**src/rtl/stack_ctrl_pkg.sv**
```systemverilog
// Shared definitions for the stack-machine control FSM: opcodes, ALU functions,
// state encoding and the bit layout of the control bundle.
package stack_ctrl_pkg;

    localparam int OPCODE_W = 3;
    localparam int ALUOP_W  = 2;

    localparam logic [OPCODE_W-1:0] OP_ADD  = 3'b000;
    localparam logic [OPCODE_W-1:0] OP_SUB  = 3'b001;
    localparam logic [OPCODE_W-1:0] OP_AND  = 3'b010;
    localparam logic [OPCODE_W-1:0] OP_NOT  = 3'b011;
    localparam logic [OPCODE_W-1:0] OP_PUSH = 3'b100;
    localparam logic [OPCODE_W-1:0] OP_POP  = 3'b101;
    localparam logic [OPCODE_W-1:0] OP_JMP  = 3'b110;
    localparam logic [OPCODE_W-1:0] OP_JZ   = 3'b111;

    localparam logic [ALUOP_W-1:0] ALU_ADD = 2'b00;
    localparam logic [ALUOP_W-1:0] ALU_SUB = 2'b01;
    localparam logic [ALUOP_W-1:0] ALU_AND = 2'b10;
    localparam logic [ALUOP_W-1:0] ALU_NOT = 2'b11;

    typedef enum logic [3:0] {
        S_IF    = 4'd0,
        S_ID    = 4'd1,
        S_POPA  = 4'd2,
        S_POPB  = 4'd3,
        S_EXEC  = 4'd4,
        S_PUSHR = 4'd5,
        S_MRD   = 4'd6,
        S_PUSHM = 4'd7,
        S_MWR   = 4'd8,
        S_JMP   = 4'd9,
        S_TOSZ  = 4'd10,
        S_JZX   = 4'd11
    } state_t;

    // Control bundle bit positions; ALUOp occupies ALUOP_W bits starting at C_ALUOP.
    localparam int C_PC_WRITE      = 0;
    localparam int C_PC_WRITE_COND = 1;
    localparam int C_PC_SRC        = 2;
    localparam int C_IORD          = 3;
    localparam int C_MEM_READ      = 4;
    localparam int C_MEM_WRITE     = 5;
    localparam int C_IR_WRITE      = 6;
    localparam int C_MTOS          = 7;
    localparam int C_LDA           = 8;
    localparam int C_LDB           = 9;
    localparam int C_SRCA          = 10;
    localparam int C_SRCB          = 11;
    localparam int C_PUSH          = 12;
    localparam int C_POP           = 13;
    localparam int C_TOS           = 14;
    localparam int C_ALUOP         = 15;
    localparam int C_DONE          = C_ALUOP + ALUOP_W;
    localparam int CTRL_W          = C_DONE + 1;

endpackage

```
**src/rtl/stack_ctrl_decode.sv**
```systemverilog
// Moore output decode: state -> control bundle. Reset forces the whole bundle
// low combinationally so the datapath sees no strobes while rst is held.
module stack_ctrl_decode
    import stack_ctrl_pkg::*;
(
    input  logic               rst,
    input  state_t             state,
    input  logic [ALUOP_W-1:0] alu_fn,
    output logic [CTRL_W-1:0]  ctrl
);

    always_comb begin
        ctrl = '0;
        if (!rst) begin
            case (state)
                S_IF: begin
                    ctrl[C_MEM_READ]            = 1'b1;
                    ctrl[C_IR_WRITE]            = 1'b1;
                    ctrl[C_SRCA]                = 1'b1;
                    ctrl[C_SRCB]                = 1'b1;
                    ctrl[C_ALUOP +: ALUOP_W]    = ALU_ADD;
                    ctrl[C_PC_WRITE]            = 1'b1;
                end
                S_ID: ctrl = '0;
                S_POPA: begin
                    ctrl[C_POP] = 1'b1;
                    ctrl[C_LDA] = 1'b1;
                end
                S_POPB: begin
                    ctrl[C_POP] = 1'b1;
                    ctrl[C_LDB] = 1'b1;
                end
                S_EXEC: ctrl[C_ALUOP +: ALUOP_W] = alu_fn;
                S_PUSHR: begin
                    ctrl[C_PUSH] = 1'b1;
                    ctrl[C_DONE] = 1'b1;
                end
                S_MRD: begin
                    ctrl[C_IORD]     = 1'b1;
                    ctrl[C_MEM_READ] = 1'b1;
                end
                S_PUSHM: begin
                    ctrl[C_PUSH] = 1'b1;
                    ctrl[C_MTOS] = 1'b1;
                    ctrl[C_DONE] = 1'b1;
                end
                S_MWR: begin
                    ctrl[C_IORD]      = 1'b1;
                    ctrl[C_MEM_WRITE] = 1'b1;
                    ctrl[C_DONE]      = 1'b1;
                end
                S_JMP: begin
                    ctrl[C_PC_SRC]   = 1'b1;
                    ctrl[C_PC_WRITE] = 1'b1;
                    ctrl[C_DONE]     = 1'b1;
                end
                S_TOSZ: ctrl[C_TOS] = 1'b1;
                S_JZX: begin
                    ctrl[C_PC_SRC]        = 1'b1;
                    ctrl[C_PC_WRITE_COND] = 1'b1;
                    ctrl[C_DONE]          = 1'b1;
                end
                default: ctrl = '0;
            endcase
        end
    end

endmodule

```
**src/rtl/stack_controller.sv**
```systemverilog
// Multicycle control FSM for the 8-bit stack-machine datapath.
//
//   state | meaning
//   IF    | fetch instruction, PC <- PC + 1 through the ALU
//   ID    | decode; opcode captured for the rest of the instruction
//   POPA  | pop top of stack into A
//   POPB  | pop top of stack into B
//   EXEC  | ALU operates on A/B, result into ALU reg
//   PUSHR | push ALU reg
//   MRD   | read memory at IR address into MDR
//   PUSHM | push MDR
//   MWR   | write A to memory at IR address
//   JMP   | PC <- IR address
//   TOSZ  | present top of stack to the zero detector
//   JZX   | PC <- IR address when zero flag set
module stack_controller
    import stack_ctrl_pkg::*;
(
    input  logic                clk,
    input  logic                rst,
    input  logic [OPCODE_W-1:0] opcode,
    output logic                pcWrite,
    output logic                pcWriteCond,
    output logic                pcSrc,
    output logic                IorD,
    output logic                memRead,
    output logic                memWrite,
    output logic                IRWrite,
    output logic                MtoS,
    output logic                ldA,
    output logic                ldB,
    output logic                srcA,
    output logic                srcB,
    output logic                push,
    output logic                pop,
    output logic                tos,
    output logic [ALUOP_W-1:0]  ALUOp,
    output logic                instr_done
);

    state_t              state;
    logic [OPCODE_W-1:0] op_q;
    logic [CTRL_W-1:0]   ctrl;

    // Opcode is held locally from ID onward so later states do not depend on IR stability.
    always_ff @(posedge clk) begin
        if (rst) begin
            state <= S_IF;
            op_q  <= '0;
        end else begin
            case (state)
                S_IF:  state <= S_ID;
                S_ID: begin
                    op_q <= opcode;
                    case (opcode)
                        OP_PUSH: state <= S_MRD;
                        OP_JMP:  state <= S_JMP;
                        OP_JZ:   state <= S_TOSZ;
                        default: state <= S_POPA;
                    endcase
                end
                S_POPA: begin
                    case (op_q)
                        OP_NOT:  state <= S_EXEC;
                        OP_POP:  state <= S_MWR;
                        default: state <= S_POPB;
                    endcase
                end
                S_POPB:  state <= S_EXEC;
                S_EXEC:  state <= S_PUSHR;
                S_MRD:   state <= S_PUSHM;
                S_TOSZ:  state <= S_JZX;
                default: state <= S_IF;
            endcase
        end
    end

    stack_ctrl_decode u_decode (
        .rst    (rst),
        .state  (state),
        .alu_fn (op_q[ALUOP_W-1:0]),
        .ctrl   (ctrl)
    );

    assign pcWrite     = ctrl[C_PC_WRITE];
    assign pcWriteCond = ctrl[C_PC_WRITE_COND];
    assign pcSrc       = ctrl[C_PC_SRC];
    assign IorD        = ctrl[C_IORD];
    assign memRead     = ctrl[C_MEM_READ];
    assign memWrite    = ctrl[C_MEM_WRITE];
    assign IRWrite     = ctrl[C_IR_WRITE];
    assign MtoS        = ctrl[C_MTOS];
    assign ldA         = ctrl[C_LDA];
    assign ldB         = ctrl[C_LDB];
    assign srcA        = ctrl[C_SRCA];
    assign srcB        = ctrl[C_SRCB];
    assign push        = ctrl[C_PUSH];
    assign pop         = ctrl[C_POP];
    assign tos         = ctrl[C_TOS];
    assign ALUOp       = ctrl[C_ALUOP +: ALUOP_W];
    assign instr_done  = ctrl[C_DONE];

endmodule

```
**config.mk**
```make
export PLATFORM = sky130hd
export DESIGN_NAME = stack_controller
export DESIGN_NICKNAME = d
export VERILOG_FILES = /design/src/rtl/stack_ctrl_pkg.sv /design/src/rtl/stack_ctrl_decode.sv /design/src/rtl/stack_controller.sv
export SDC_FILE = /design/constraint.sdc
export NUM_CORES = 1
export LEC_CHECK = 0
export ABC_AREA = 0
export BUFFER_PORTS_ARGS = -buffer_cell sky130_fd_sc_hd__buf_2
export CORE_MARGIN = 2
export CORE_UTILIZATION = 35
export DETAILED_ROUTE_END_ITERATION = 10
export GPL_TIMING_DRIVEN = 0
export SYNTH_ARGS = -nofsm -noshare
export SYNTH_HDL_FRONTEND = slang
export SYNTH_SLANG_ARGS = --single-unit
```
**constraint.sdc**
```tcl
create_clock -name clk -period 2 [get_ports clk]
set_input_delay 0.4 -clock clk [delete_from_list [all_inputs] [get_ports clk]]
set_output_delay 0.4 -clock clk [all_outputs]
set_load 0.05 [all_outputs]
```
; ---- After elaboration in Yosys (flattened, before gate mapping)
; Index checks and enable logic that the tools add are counted.
[word_totals]
ramBits = 0
elab_cells = 46
memories = 0
latch_bits = 0
romBits = 0
inputBits = 5
ff_bits = 7
[classes]
n_addsub = 0
bitwise = 0
magnitude_cmp = 0
eq_ne = 16
multipliers = 0
n_div = 0
shift = 0
muxes = 20
n_reduce_logical = 8
[ops]
columns = operator, n
row1 = 4-bit case mux with 7 select lines, 1
row2 = 18-bit 2-to-1 mux, 1
row3 = "4-bit by 3-bit == test with 1-bit output, second input constant", 4
row4 = "4-bit == test, second input constant", 4
row5 = 1-bit 2-to-1 mux, 14
row6 = "3-bit == test, second input constant", 4
row7 = 4-bit case mux with 3 select lines, 1
row8 = 2-bit OR reduction, 6
row9 = "4-bit by 2-bit == test with 1-bit output, second input constant", 2
row10 = 4-bit case mux with 2 select lines, 1
row11 = 5-bit OR reduction, 1
row12 = "4-bit by 1-bit == test with 1-bit output, second input constant", 1
row13 = 4-bit zero test, 1
row14 = 2-bit 2-to-1 mux, 2
row15 = "3-bit by 2-bit == test with 1-bit output, second input constant", 1

; ---- Logic depth before layout (Yosys ltp)
; Gate-level depths: netlist of the first run.
[logic_depth]
ltp_word = 4
ltp_mapped = 5
depth_no_buf = 3

; ---- By module
; A second synthesis of the first run with hierarchy kept.
[hier_totals]
hier_cells = 73
area_unflattened_um2 = 585.6
[by_module_without_submodules]
columns = module, seq_area_each_um2, n_inst, area_per_inst_um2, cells_each
row1 = stack_controller, 140.1, 1, 375.4, 38
row2 = stack_ctrl_decode, 0.0, 1, 210.2, 35

; ---- Least setup slack after synthesis of the first run
; Ideal clock, no wire load.
[synth_path]
path_type = register to output
startpoint = register state[3]
endpoint = output srcA
required_time_ns = 1.600
n_path_buf = 2
path_slack_ns = -0.747
stages_incl_launch_ff = 5
arrival_ns = 2.347
path_cell_list = dfxtp_1 buf_6 or3_1 nor3_1 buf_4
[synth_between]
elab_chain_len = 3
[synth_rtl]
columns = element, line
row1 = from (decl), stack_controller.sv:41  ; state_t state;
row2 = from (signal assigned), stack_controller.sv:48  ; state <= S_IF;
row3 = from (signal assigned), stack_controller.sv:52  ; S_IF: state <= S_ID;
row4 = from (signal assigned), stack_controller.sv:56  ; OP_PUSH: state <= S_MRD;
row5 = 4-bit zero test, stack_ctrl_decode.sv:15  ; case (state)
row6 = 2-bit 2-to-1 mux, stack_ctrl_decode.sv:15
row7 = 18-bit 2-to-1 mux, stack_ctrl_decode.sv:14  ; if (!rst) begin
row8 = to (decl), stack_controller.sv:32  ; output logic srcA,
; Every way passes these cells.

; ---- Worst setup path in the final report of the first run
[layout_path]
startpoint = register state[3]
endpoint = output IorD
[layout_between]
elab_chain_len = 4
[layout_rtl]
columns = element, line
row1 = 4-bit by 3-bit == test with 1-bit output / 4-bit == test (equally long branches), stack_ctrl_decode.sv:15
row2 = 2-bit OR reduction (no line) *, -
row3 = 1-bit 2-to-1 mux *, stack_ctrl_decode.sv:15
row4 = 18-bit 2-to-1 mux *, stack_ctrl_decode.sv:14
row5 = to (decl), stack_controller.sv:25  ; output logic IorD,
; Mark *: on every way between the ends. The rest lies on a longest branch, timed or not.

==> results of run 1 <==
[how the worst min path moves through the flow]
stage | from | to | slack, ns | cells past startpoint
2_1_floorplan | op_q[0] | op_q[0] | 0.50 | 2
4_1_cts | opcode[0] | op_q[0] | 0.43 | 3
3_3_place_gp | op_q[1] | op_q[1] | 0.56 | 2
6_report | opcode[0] | op_q[0] | 0.44 | 3
3_5_place_dp | op_q[2] | op_q[2] | 0.55 | 2
5_1_grt | opcode[2] | op_q[2] | 0.44 | 3
[power breakdown]
| part | switching [mW] | internal [mW] |
|---|---|---|
| logic | 0.341 | 0.219 |
| clock network | 0.0530 | 0.0762 |
| registers | 0.0378 | 0.169 |
| total | 0.432 | 0.464 |
[area by class of cell]
cell class / count / share of cell area, %
Tap cell: 16 / 2.33
Clock buffer: 4 / 3.05
Inverter: 1 / 0.436
Timing Repair Buffer: 23 / 18.3
Buffer: 7 / 6.10
Sequential cell: 7 / 16.9
Multi-Input combinational cell: 59 / 52.9
[flip-flops by register name, indices dropped and copies added (netlist names)]
name	count
state	4
op_q	3
[layer usage]
layer / share of wire, % / routed length, um / GRT usage (%)
met1: 46 / 704 / 20.3
met2: 50 / 761 / 23.1
met3: 3.6 / 56 / 7.14
met4: 0.91 / 14 / 5.29
met5: 0 / 0 / 0
[logic make-up after synthesis]
| family | after synthesis | synth area share, % |
|---|---|---|
| mux | 3 | 4.99 |
| simple gates | 39 | 38.3 |
| xor+xnor | 4 | 5.82 |
| buf+inv | 10 | 9.35 |
| flops | 7 | 23.3 |
| compound gates | 13 | 18.3 |
[layout by cell type, fill, tap and decap left out, types with 3 or more instances in the layout]
master / count
buf_4: 7
clkbuf_4: 10
dfxtp_1: 5
mux2i_1: 3
buf_2: 12
and3_1: 4
nor2_1: 12
xor2_1: 4
nor2b_1: 3
[critical path: stages, from the launching register on]
cell and delay [ns]:
dfxtp_2 0.42, buf_4 0.21, and3b_1 0.18, a21oi_1 0.20, nor3_4 0.04, buf_4 0.21
[timing repair]
| item | in CTS | in global routing |
|---|---|---|
| gates resized for setup | 9 | 19 |
| gates cloned | 0 | 0 |
| setup endpoints to repair | 13 | 14 |
| pin swaps | 0 | 2 |
| hold endpoints to repair | 0 | 0 |
| buffers inserted | 0 | 1 |
==> impl_metrics.json, run 1 <==
{
  "crit_arrival_ns": 1.53,
  "yosys_warnings": 0,
  "r2r_slack_ns": 0.53,
  "fillerInstances": 155,
  "synth-edff-count": 0,
  "synth.avg_cell_area_um2": 7.92,
  "first_global_vias": 534,
  "start_util_pct": 38.6,
  "grt-ovfl-total": 0,
  "ys.flop_type": "dfxtp_1",
  "finish.utilization_pct": 55.2,
  "synthCells": 76,
  "r2r_start": "state[2]",
  "core_region_area_um2": 1560,
  "first_pass_iters": 4,
  "ff_latch_area_um2": 145,
  "yosysMostFrequentCell": "nor2_1",
  "synth_top_cell_by_area": "dfxtp_1",
  "final_max_slew_viol_count": 0,
  "setup-tns-final_ns": 0,
  "slew_headroom_pct": 58.7,
  "yosysUniqueCellTypes": 38,
  "fin_crit_ns": 1.93,
  "dpl_cell_area_um2": 777,
  "final_cell_area_um2": 861,
  "die_h_um": 45.5,
  "cts_buffers": 3,
  "yosysTopAreaCellShare_pct": 23.3,
  "required_ns": 1.60,
  "num_rows": 14,
  "htreeDepth": 1,
  "cp_max_fo": 10,
  "maxCapViolCount": 0,
  "grt_max_degree": 11,
  "clk_pin_slew_ns": 0.06,
  "dp_slack_ns": 0.0494,
  "final.setup_skew_ns": 0.00815,
  "grt_setup_unrepaired": "no",
  "final_hold_viol_count": 0,
  "cts_tree": "yes",
  "vias_per_cell": 5.48,
  "synth_nets": 81,
  "timing.hold.ws_ns": 0.435,
  "drcViolationCount": 0,
  "antenna_found_initial": 0,
  "status": "finished, final reports clean",
  "synth_async_sr_flop_share_pct": 0,
  "fin_crit_sh_pct": 96.3,
  "dp.cells": 114,
  "clock_tree.root_cell": "clkbuf_4",
  "dieArea_um2": 2070,
  "drive_above_1_share_pct": 43.6,
  "synthTopCellsByCount": "12 x nor2_1, 7 x dfxtp_1, 4 x and3_1, 4 x nor3_1, 4 x xor2_1",
  "cp-end-kind": "primary output",
  "grt_usage_pct": 15.8,
  "startpoint": "state[3]",
  "critical_path_class": "reg -> out",
  "startpoint_type": "flip-flop",
  "via_count": 641,
  "finalSetupViolCount": 0,
  "die_w_um": 45.5,
  "vdd_ir_drop_max_mv": 0.488,
  "wl_um": 1540,
  "worst_pin_slew_ns": 0.620,
  "synth_area_leaders": "dfxtp_1 23%, nor2_1 7.5%, xor2_1 5.8%, mux2i_1 5.0%, and3_1 4.2%",
  "fin_cells": 117,
  "n_antenna_cell": 0,
  "synth_area_um2": 602,
  "clockBufferDepth": 2,
  "ios": 23,
  "reg2reg_to": "state[1]",
  "gp_congestion": 0.750,
  "cts.sinks": 7,
  "clock.fmax_ghz": 0.519,
  "setup_slack_ns": 0.0746,
  "powerDensity_nw_per_um2": 1040,
  "io_buffers": 22,
  "syn_to_final_growth_pct": 43.0,
  "dp_hpwl_um": 1150,
  "nets": 107,
  "clkLatencyLatePin_ns": 0.25,
  "drt_iter0_drc": 20,
  "ctsHoldBuffers": 0,
  "grt_pass1_wl_um": 2340,
  "reg2reg_depth": 4,
  "wl_per_cell_um": 13.1,
  "worstSetupEndpoint": "IorD",
  "total_power_mw": 0.896,
  "hp-class": "in -> reg",
  "ant_nets": 0,
  "leakage_nw": 0.413,
  "multi_input_area_um2": 455,
  "synth-seq-cells": 7,
  "synth-seq-area-share_pct": 23.3
}
(Power assumes the default switching activity.)
==> inputs of run 2 (changes only) <==
--- a/config.mk
+++ b/config.mk
@@ -11,6 +11,7 @@
 export CORE_UTILIZATION = 35
 export DETAILED_ROUTE_END_ITERATION = 10
 export GPL_TIMING_DRIVEN = 0
+export SLEW_MARGIN = 20
 export SYNTH_ARGS = -nofsm -noshare
 export SYNTH_HDL_FRONTEND = slang
 export SYNTH_SLANG_ARGS = --single-unit
==> constraint.sdc (replaced) <==
create_clock -name clk -period 2.5 [get_ports clk]
set_input_delay 0.5 -clock clk [delete_from_list [all_inputs] [get_ports clk]]
set_output_delay 0.5 -clock clk [all_outputs]
set_load 0.05 [all_outputs]
==> run 2 against run 1 <==
  * Core utilization fell by 5.5 points
  * Combinational power is 29% lower
  * Clock power decreased by 20%
  * Routed wire length decreased by 5.8%
  * Via count shrank 0.16%
  * Die area did not move
  * Worst hold slack improved by 0.082 ns
  * Final cell count is 0.85% higher
  * Clock-buffer cell count is the same
  * Global-route usage is 1.3 points lower
  * First-iteration DRC count down 35%
  * Register-to-register slack improved by 0.48 ns
  * Critical path type unchanged
==> impl_metrics.json, run 2 (same netlist as run 1, synthesis figures left out) <==
{
  "io_buffers": 22,
  "final_hold_viol_count": 0,
  "reg2reg_depth": 4,
  "grt_usage_pct": 14.5,
  "wl_um": 1450,
  "antenna_found_initial": 0,
  "n_antenna_cell": 0,
  "powerDensity_nw_per_um2": 849,
  "first_pass_iters": 4,
  "drt_iter0_drc": 13,
  "dp_hpwl_um": 1090,
  "gp_congestion": 0.785,
  "fin_crit_sh_pct": 89.7,
  "busiest_layer": "met2",
  "reg_top3": "state x4, op_q x3",
  "cp_max_fo": 10,
  "ios": 23,
  "clock_tree.root_cell": "clkbuf_4",
  "dieArea_um2": 2070,
  "grt_setup_unrepaired": "no",
  "via_count": 640,
  "ant_nets": 0,
  "grt_use_met2_pct": 23.7,
  "startpoint_type": "flip-flop",
  "status": "finished, final reports clean",
  "grt-ovfl-total": 0,
  "cts_setup_buffers": 0,
  "finalSetupViolCount": 0,
  "clock.fmax_ghz": 0.446,
  "cp-end-kind": "primary output",
  "grt_max_degree": 11,
  "drive_above_1_share_pct": 36.3,
  "layout_common_cells": "24 x buf_2, 12 x nor2_1, 7 x dfxtp_1",
  "worst_pin_slew_ns": 0.510,
  "die_h_um": 45.5,
  "hp-class": "in -> reg",
  "wl_per_cell_um": 12.3,
  "crit_arrival_ns": 1.74,
  "dpl_cell_area_um2": 749,
  "first_global_vias": 526,
  "r2r_slack_ns": 1.01,
  "grtUsageMet1_pct": 18.9,
  "die_w_um": 45.5,
  "r2r_start": "state[2]",
  "cts.sinks": 7,
  "clk_pin_slew_ns": 0.05,
  "core_region_area_um2": 1560,
  "reg2reg_to": "state[1]",
  "vdd_ir_drop_max_mv": 0.332,
  "grtUsageMet3_pct": 2.38,
  "htreeDepth": 1,
  "fin_crit_ns": 2.24,
  "clkLatencyLatePin_ns": 0.25,
  "postCtsResizedCells": 0,
  "critical_path_class": "reg -> out",
  "clockBufferDepth": 2,
  "vias_per_cell": 5.42,
  "worstHoldStart": "opcode[0]",
  "worstSetupEndpoint": "IorD",
  "nets": 108,
  "final_cell_area_um2": 776,
  "final.setup_skew_ns": 0.00408,
  "grt_pass1_wl_um": 2190,
  "layout_commonest_cell": "buf_2",
  "ctsHoldBuffers": 0,
  "cts_tree": "yes",
  "start_util_pct": 38.6,
  "drcViolationCount": 0,
  "cts_buffers": 3,
  "largest_reg_flops": 4,
  "setup-tns-final_ns": 0,
  "slew_headroom_pct": 66.0,
  "final_max_slew_viol_count": 0,
  "syn_to_final_growth_pct": 28.9,
  "num_rows": 14,
  "leakage_nw": 0.399,
  "maxCapViolCount": 0,
  "startpoint": "state[1]",
  "top_register": "state",
  "required_ns": 2.00
}
[run 2: cell count changes in the layout (fill, tap and decap cells not counted), sizes merged]
| cell | delta |
|---|---|
| buf | +5 |
| clkbuf | -4 |
[run 2: worst min-delay path by stage]
stage | slack [ns] | cells past startpoint | to
3_3_place_gp | 0.55 | 2 | op_q[2]
2_1_floorplan | 0.50 | 2 | op_q[0]
3_5_place_dp | 0.55 | 2 | op_q[2]
6_report | 0.52 | 3 | op_q[0]
4_1_cts | 0.52 | 3 | op_q[2]
5_1_grt | 0.56 | 3 | op_q[0]
[run 2: layout make-up]
class                      count  area (um^2)
fill                         160          783
multi-input combinational     59          423
sequential                     7          140
timing repair buffer          22          110
buffer                         9         52.6
clock buffer                   4         26.3
tap                           16         20.0
inverter                       1         3.75
[run 2: report_power, final]
| part | switching [mW] | internal, mW |
|---|---|---|
| combinational | 0.263 | 0.135 |
| sequential | 0.0239 | 0.134 |
| clock | 0.0419 | 0.0609 |
| total | 0.329 | 0.330 |
[run 2: critical path: stages, from the launching register on]
cell      delay, ns
dfxtp_1        0.41
clkbuf_1       0.41
and3b_1        0.23
a21oi_1        0.04
nor3_1         0.12
buf_2          0.29
[run 2: metal layers]
layer	part of all wire, %	vias to the layer above
met2	46	17
met1	50	299
li1	-	324
met5	0	-
met3	4.0	0
met4	0	0
[run 2: per-stage QoR]
stage / hold WS, ns / util (%) / std cells / power (mW) / worst slack, ns
floorplan: 0.504 / - / 76 / 0.484 / 0.0163
global placement: 0.547 / 48.1 / 114 / 0.551 / 0.465
detailed placement: 0.546 / 48.1 / 114 / 0.556 / 0.441
CTS: 0.521 / 49.8 / 118 / 0.659 / 0.284
global route: 0.563 / 49.8 / 118 / 0.697 / 0.119
finish: 0.517 / 49.8 / 118 / 0.659 / 0.256
==> inputs of run 3 (changes only) <==
--- a/config.mk
+++ b/config.mk
@@ -9,9 +9,11 @@
 export BUFFER_PORTS_ARGS = -buffer_cell sky130_fd_sc_hd__buf_2
 export CORE_MARGIN = 2
 export CORE_UTILIZATION = 35
+export CTS_CLUSTER_SIZE = 12
 export DETAILED_ROUTE_END_ITERATION = 10
 export GPL_TIMING_DRIVEN = 0
 export SLEW_MARGIN = 20
 export SYNTH_ARGS = -nofsm -noshare
 export SYNTH_HDL_FRONTEND = slang
+export SYNTH_HIERARCHICAL = 1
 export SYNTH_SLANG_ARGS = --single-unit
==> run 3 against run 2 <==
  * Die area fell by 2.5%
  * Worst setup slack gained 0.11 ns
  * Synthesized cell count shrank 3.9%
  * Final cell count decreased by 2.5%
  * Register-to-register slack better by 0.08 ns
  * Non-clock buffer count fell by 5
  * Global-route usage shrank 0.99 points
  * Largest cell class unchanged
  * Clock skew decreased by 0.0029 ns
  * Final area decreased by 4.4%
  * Critical path type unchanged
  * Highest routed layer is now met4
==> impl_metrics.json, run 3 <==
{
  "status": "finished, final reports clean",
  "via_count": 596,
  "postCtsResizedCells": 0,
  "nets": 105,
  "n_antenna_cell": 0,
  "cts.sinks": 7,
  "syn_to_final_growth_pct": 26.7,
  "grt_max_degree": 16,
  "total_power_mw": 0.589,
  "synth_area_um2": 586,
  "clk_pin_slew_ns": 0.05,
  "ios": 23,
  "final_cell_area_um2": 742,
  "clockBufferDepth": 2,
  "finalSetupViolCount": 0,
  "wl_per_cell_um": 10.7,
  "synth_nets": 78,
  "timing.hold.ws_ns": 0.539,
  "dieArea_um2": 2020,
  "grt_setup_unrepaired": "no",
  "die_h_um": 44.9,
  "cp-end-kind": "primary output",
  "clock_power_share_pct": 17.1,
  "core_region_area_um2": 1540,
  "switchingPower_mw": 0.278,
  "synth-seq-cells": 7,
  "dpl_cell_area_um2": 716,
  "slew_headroom_pct": 67.7,
  "top_register": "state",
  "drcViolationCount": 0,
  "drive_above_1_share_pct": 36.4,
  "yosys_warnings": 6,
  "grt_pass1_wl_um": 1930,
  "final.setup_skew_ns": 0.00116,
  "vdd_ir_drop_max_mv": 0.404,
  "synthCells": 73,
  "vias_per_cell": 5.18,
  "powerDensity_nw_per_um2": 794,
  "hp-class": "in -> reg",
  "synth_top_cell_by_area": "dfxtp_1",
  "ant_nets": 0,
  "cts_tree": "yes",
  "layout_commonest_cell": "buf_2",
  "die_w_um": 44.9,
  "final_hold_viol_count": 0,
  "synth_area_leaders": "dfxtp_1 24%, nor2_1 8.3%, a21oi_1 6.8%, mux2i_1 5.1%, nand2b_1 4.3%",
  "synthTopCellsByCount": "13 x nor2_1, 8 x a21oi_1, 7 x dfxtp_1",
  "gp_congestion": 0.753,
  "io_buffers": 22,
  "synth-edff-count": 0,
  "cp_cell_sequence": "or3_4 -> nor2_1 -> buf_4 -> buf_2",
  "cpMaxStageDelayCell": "dfxtp_1",
  "clock.fmax_ghz": 0.468,
  "reg_top3": "state x4, op_q x3",
  "critical_path_class": "reg -> out",
  "synth-seq-area-share_pct": 23.9,
  "first_pass_iters": 4,
  "htreeDepth": 1,
  "setup-tns-final_ns": 0,
  "final_max_slew_viol_count": 0,
  "clkLatencyLatePin_ns": 0.25,
  "fin_crit_ns": 2.14,
  "yosysUniqueCellTypes": 28,
  "p_seq_share_pct": 29.9,
  "power.internal_mw": 0.311,
  "layout_common_cells": "22 x buf_2, 13 x nor2_1, 8 x a21oi_1",
  "cp_max_fo": 13,
  "ys.flop_type": "dfxtp_1",
  "yosysMostFrequentCell": "nor2_1",
  "startpoint_type": "flip-flop",
  "combPwrFrac_pct": 53.0,
  "required_ns": 2.00,
  "synth_async_sr_flop_share_pct": 0,
  "cts_buffers": 3,
  "wl_um": 1230,
  "antenna_found_initial": 0,
  "leakage_nw": 0.358,
  "largest_reg_flops": 4,
  "worst_pin_slew_ns": 0.484,
  "yosysTopAreaCellShare_pct": 23.9,
  "r2r_slack_ns": 1.09,
  "grt-ovfl-total": 0,
  "grt_usage_pct": 13.5,
  "crit_arrival_ns": 1.64,
  "synth.avg_cell_area_um2": 8.02,
  "num_rows": 14,
  "clock_tree.root_cell": "clkbuf_4",
  "drt_iter0_drc": 6,
  "ctsHoldBuffers": 0,
  "slowest_delay_ns": 0.45,
  "cts_setup_buffers": 0,
  "start_util_pct": 38.0,
  "p_sw_share_pct": 47.2,
  "maxCapViolCount": 0,
  "fin_crit_sh_pct": 85.5,
  "first_global_vias": 457
}
==> run 3: per-layer routing <==
| metal | track usage, % | wire length [um] |
|---|---|---|
| met1 | 16.9 | 573 |
| met3 | 1.20 | 84 |
| met2 | 20.3 | 529 |
| met4 | 12.4 | 44 |
| met5 | 0 | 0 |
==> run 3: power groups by stage <==
stage | logic [mW] | registers (mW) | clock network [mW]
after floorplan | 0.263 | 0.167 | 0
after global placement | 0.312 | 0.179 | 0
after detailed placement | 0.313 | 0.179 | 0
after CTS | 0.314 | 0.177 | 0.106
after global routing | 0.334 | 0.183 | 0.110
final | 0.312 | 0.176 | 0.101
==> run 3: cells by family after synthesis <==
| kind of cell | share of synthesized area, % |
|---|---|
| DFF | 23.9 |
| AOI/OAI and AO/OA | 13.9 |
| buffers and inverters | 6.41 |
| xor gates and xnor gates | 2.99 |
| muxes | 5.13 |
| and+or+nand+nor | 47.6 |
==> run 3: cell type report <==
type	count	area (um^2)
plain buffers	4	37.5
clock buffers	4	26.3
fillers	162	800
multi-input cells	62	408
flip-flops and latches	7	140
well taps	16	20.0
repair buffers	22	110
==> run 3: metrics by stage <==
stage	instances	setup WS [ns]	utilization [%]
2_1_floorplan	73	0.0667	-
3_3_place_gp	111	0.388	46.4
3_5_place_dp	111	0.370	46.4
4_1_cts	115	0.335	48.1
5_1_grt	115	0.289	48.1
6_report	115	0.362	48.1
==> run 3: path summary, 6_finish.rpt <==
kind	from	end	cells after the start
setup / recovery	state[1]	srcB	4
hold / removal	opcode[0]	op_q[0]	3
setup reg to reg	state[0]	op_q[0]	3
hold reg to reg	op_q[0]	op_q[0]	2
==> run 3: worst max-delay path: cells and delay by family, from the launching register on <==
kind	cells	cell delay, ns
buffers and inverters	2	0.37
DFF	1	0.45
and+or+nand+nor	2	0.56
